<file path="config.mk">
export PLATFORM = sky130hd
export DESIGN_NAME = flag_unit
export DESIGN_NICKNAME = d
export VERILOG_FILES = /design/src/rtl/flag_unit.sv
export SDC_FILE = /design/constraint.sdc
export NUM_CORES = 1
export LEC_CHECK = 0
export ABC_AREA = 1
export CORE_MARGIN = 2
export CORE_UTILIZATION = 33
export CTS_BUF_LIST = sky130_fd_sc_hd__clkbuf_8
export CTS_CLUSTER_SIZE = 30
export DETAILED_ROUTE_END_ITERATION = 6
export GPL_TIMING_DRIVEN = 1
export RECOVER_POWER = 25
export SLEW_MARGIN = 10
export SYNTH_ARGS = -nofsm -noshare
export SYNTH_HDL_FRONTEND = slang
export SYNTH_SLANG_ARGS = --single-unit
</file>
<file path="constraint.sdc">
create_clock -name clk -period 4.1 [get_ports clk]
set_input_delay 0.82 -clock clk [delete_from_list [all_inputs] [get_ports clk]]
set_output_delay 0.82 -clock clk [all_outputs]
set_load 0.01 [all_outputs]
</file>
<file path="src/rtl/flag_unit.sv">
// NZCV flag register and branch-condition evaluator for the execute stage.
// Resolves B.cond / CBZ / CBNZ combinationally and registers the decision for the next stage.
module flag_unit #(
  parameter bit FORWARD = 1'b1
) (
  input  logic       clk,
  input  logic       reset,
  input  logic       stall,
  input  logic       flush,
  input  logic       valid,
  input  logic       set_flags,
  input  logic       alu_neg,
  input  logic       alu_zero,
  input  logic       alu_carry,
  input  logic       alu_ovf,
  input  logic       br_cond,
  input  logic       cbz,
  input  logic       cbnz,
  input  logic [3:0] cond,
  output logic [3:0] flags_q,
  output logic       taken,
  output logic       taken_q
);

  logic [3:0] alu_flags;
  logic [3:0] eff;
  logic       flag_write;
  logic       cond_true;
  logic       n, z, c, v;

  assign alu_flags  = {alu_neg, alu_zero, alu_carry, alu_ovf};
  assign flag_write = valid & set_flags & ~flush;

  // Forwarding ignores stall so the decision stays stable while the stage is held.
  assign eff = (FORWARD && flag_write) ? alu_flags : flags_q;
  assign {n, z, c, v} = eff;

  always_comb begin
    cond_true = 1'b0;
    case (cond)
      4'd0:  cond_true = z;
      4'd1:  cond_true = ~z;
      4'd2:  cond_true = c;
      4'd3:  cond_true = ~c;
      4'd4:  cond_true = n;
      4'd5:  cond_true = ~n;
      4'd6:  cond_true = v;
      4'd7:  cond_true = ~v;
      4'd8:  cond_true = c & ~z;
      4'd9:  cond_true = ~c | z;
      4'd10: cond_true = (n == v);
      4'd11: cond_true = (n != v);
      4'd12: cond_true = ~z & (n == v);
      4'd13: cond_true = z | (n != v);
      default: cond_true = 1'b1;
    endcase
  end

  // CBZ/CBNZ look at the Rt pass-through zero flag, never at NZCV.
  assign taken = valid & ~flush &
                 ((br_cond & cond_true) | (cbz & alu_zero) | (cbnz & ~alu_zero));

  always_ff @(posedge clk) begin
    if (reset) begin
      flags_q <= 4'b0000;
      taken_q <= 1'b0;
    end else if (flush) begin
      taken_q <= 1'b0;
    end else if (!stall) begin
      if (valid && set_flags)
        flags_q <= alu_flags;
      taken_q <= taken;
    end
  end

endmodule

</file>
==> out/qor.log <==
[sta] Final Skew 0.3055 ps
[power_and_ir_drop] switching part of the total power 27.47%
[sta] Final period util 90.88%
[setup_path] Crit. End Element primary output
[synth] Synth Cell Area 545.5 sq um
[clocking] CTS Buf Count 3
[clocking] CTS tree yes
[synth] synthesized-area fraction occupied by xor and xnor cells 0%
[sta] Hold Violations, Final 0
[setup_path] category of the critical setup timing path input pin to primary output
[synth] mean cell area of the mapped netlist 5.510 sq um
[grt] number of global-route vias before repair 578
[run] Max-cap violations 0
[sta] RSZ-0062 raised after global routing no
[setup_path] signal arrival time at the worst endpoint 2910 ps
[sta] final period demand of the worst path 3726 ps
[clocking] post-CTS sizing 0
[grt] met2 Resource Use GR 24.06%
[die] die area 1995 sq um
[grt] wire length of the first global-routing pass 2.256 mm
[power_and_ir_drop] relative contribution of combinational cells to total power 29.2%
[power_and_ir_drop] Peak supply drop 0.2311 mV
[setup_path] depth of the worst register-to-register path 13
[sta] worst hold slack 509.3 ps
[clocking] H-tree level count 1
[place] post-placement cell area 785.8 sq um
[synth] total number of yosys warnings 0
[cells_and_area] number of nets in the layout 143
[synth] main area contributors after synthesis nand2_1, dfxtp_1, inv_1
[synth] proportion of synthesized area in mux cells 1.835%
[die] area of the core 1524 sq um
[cells_and_area] commonest non-fill, non-tap cells in the layout nand2_1, clkdlybuf4s50_1, inv_1
[power_and_ir_drop] reported net switching power 54.30 uW
[synth] synthesized-area fraction occupied by ao, oa, aoi and oai cells 12.16%
[cells_and_area] final instance area 830.8 sq um
[drt] DR WL/cell 9.908 microns
[sta] relative slew slack 72.19%
[synth] post-synthesis sequential area ratio 18.35%
[setup_path] destination of the critical timing path taken
[grt] remaining global-route overflow 0
[place] number of cells in the design after placement 137
[setup_path] slack of the worst reg-to-reg path 2710 ps
[clocking] TritonCTS sink count 5
[drt] DRC violations left 0
[drt] post-detailed-routing wire length 1.397 mm
[grt] overall global routing resource usage 15.90%
[power_and_ir_drop] power share of the sequential group 26.3%
[setup_path] maximum fanout along the worst path 7
[setup_path] Required @ worst endpoint 3280 ps
[cells_and_area] area growth from synthesis to layout 52.29%
[min_path] worst min path class flop to flop
[sta] number of setup violations in the final report 0
[sta] pin slew with the least headroom to its limit 415.6 ps
[die] Cell Rows 14
[synth] Synth cell types 18
[run_status] status finished, final reports clean
[place] IO buf count 22
[power_and_ir_drop] Design Power 197.7 uW
[synth] Synth area leader nand2_1
[clocking] clock edge transition at the registers on the reported setup and hold paths 30 ps
[cells_and_area] antenna diode instance count 0
[clocking] buffer depth of the longest clock path 2
[synth] share of Yosys cell area claimed by the top area cell type 22.02%
[setup_path] Startpoint Class input pin
[clocking] clock latency reported for the late side of the worst-skew pair 220 ps
[synth] number of register bits inferred by synthesis 5
[power_and_ir_drop] P per Cell Area 237.9 nW/um^2
[power_and_ir_drop] clock network power share 44.5%
[drt] Iteration-0 DRC Markers 11
[grt] busiest grt layer met2
[grt] met1 Usage GRT 19.71%
[die] boundary pin count 23
[cells_and_area] fraction of final layout cells with drive strength greater than 1 11.20%
[place] Placer Congestion 0.8565
[sta] total negative slack 0 ps
[drt] vias 669
[clocking] buffer count from post-CTS setup fixing 0
[setup_path] launching element of the worst setup path flush
[grt] largest net degree at the start of global routing 9
[cells_and_area] commonest non-fill, non-tap cell in the layout nand2_1
[setup_path] r2r startpoint flags_q[0]
[synth] post-synthesis share of cell area spent on and, or, nand and nor gates 54.59%
[cells_and_area] final standard cell count with taps included and fillers excluded 141
[sta] fmax 268.4 MHz
[drt] Antenna Violating Nets Remaining 0
[die] width of the die 44.66 microns
[clocking] root cell of the clock tree clkbuf_8
[synth] synthesized net count 116
[clocking] hold-fix buffer count after cts 0
[die] vertical die dimension 44.66 microns
[drt] detail-routed via count per cell 4.745
[power_and_ir_drop] internal power consumption 143.4 uW
[drt] drt pass-1 iters 4
[synth] share of synthesized cell area in full adder, half adder and majority cells 0%
[die] effective utilization at floorplan 35.80%
[setup_path] terminus of the critical flop-to-flop path taken_q
[grt] number of antenna violations at the first check in global routing 0
[place] post-detailed-placement half-perimeter wirelength 1.162 mm
[grt] global-route met3 utilization 8.571%
[synth] largest family of logic cells by synthesized area simple AND/OR/NAND/NOR gates
[sta] count of final max-slew check failures 0
[synth] cell count after synthesis 99
[power_and_ir_drop] leakage dissipation 0.0004221 uW
==> synthesized netlist by cell type <==
cell type and n:
o21ai_1 2, mux2i_1 1, a21oi_1 1, a211oi_1 4, nand2_2 6, nand4_1 3, nand3_2 2, nand3_1 10
nor3_1 2, a21oi_2 1, nor2_4 1, a21boi_0 1, inv_2 1, nand2_1 32, o21ai_0 1, dfxtp_1 5
nor2_1 8, inv_1 18
==> worst max-delay path: stages <==
cell and delay [ps]:
clkdlybuf4s50_1 490, inv_2 120, nand3_2 150, nand2_2 110, nand2_1 60, nand2_2 100
nand2_1 60, nand2_1 50, nand2_1 40, inv_1 50, nand3_1 80, o21ai_1 130
nand2_1 70, nand2_2 70, inv_1 40, clkdlybuf4s50_1 460
==> power groups by stage <==
stage	clock network, uW	registers, uW	logic [uW]
6_report	87.9	52.0	57.7
5_1_grt	96.1	52.3	64.2
4_1_cts	90.6	52.1	58.3
3_5_place_dp	0	52.8	57.9
3_3_place_gp	0	52.8	57.9
2_1_floorplan	0	53.4	28.3
==> sequential cells by signal (all words and copies together), names as in the netlist <==
register / flops
flags_q: 4
taken_q: 1
==> cell type report <==
type | instances | area, sq um
clock buffer | 3 | 41.29
clock inverter | 1 | 3.754
fill | 167 | 693.2
inverter | 19 | 71.32
multi-input combinational | 75 | 374.1
sequential | 5 | 100.1
tap | 16 | 20.02
timing repair buffer | 22 | 220.2
==> worst min-delay path by stage <==
| stage | start | to | slack (ps) | depth (start not counted) |
|---|---|---|---|---|
| 3_3_place_gp | flags_q[1] | flags_q[1] | 500 | 2 |
| 5_1_grt | flags_q[2] | flags_q[2] | 540 | 2 |
| 4_1_cts | flags_q[2] | flags_q[2] | 510 | 2 |
| 6_report | flags_q[2] | flags_q[2] | 510 | 2 |
| 2_1_floorplan | flags_q[1] | flags_q[1] | 520 | 2 |
| 3_5_place_dp | flags_q[2] | flags_q[2] | 500 | 2 |
==> stage by stage <==
| stage | util, % | worst slack (ps) |
|---|---|---|
| after floorplan | - | 1521 |
| after global placement | 51.56 | 384.2 |
| after detailed placement | 51.56 | 375.3 |
| after CTS | 54.52 | 359.9 |
| after global routing | 54.52 | 155.7 |
| final | 54.52 | 373.8 |
==> cell families (layout without fill, tap and decap cells) <==
group,count (synthesis),in the layout
flops,5,5
simple gates,64,64
compound gates,10,10
mux,1,1
buf+inv,19,45
==> per-layer routing <==
metal  wire [microns]  share of wire (%)  up-vias
met2              600                 43       23
met5                0                  0        -
met3              114                8.2        0
met4                0                  0        0
li1                 -                  -      370
met1              681                 49      276
Power figures use the tool's default switching activity.
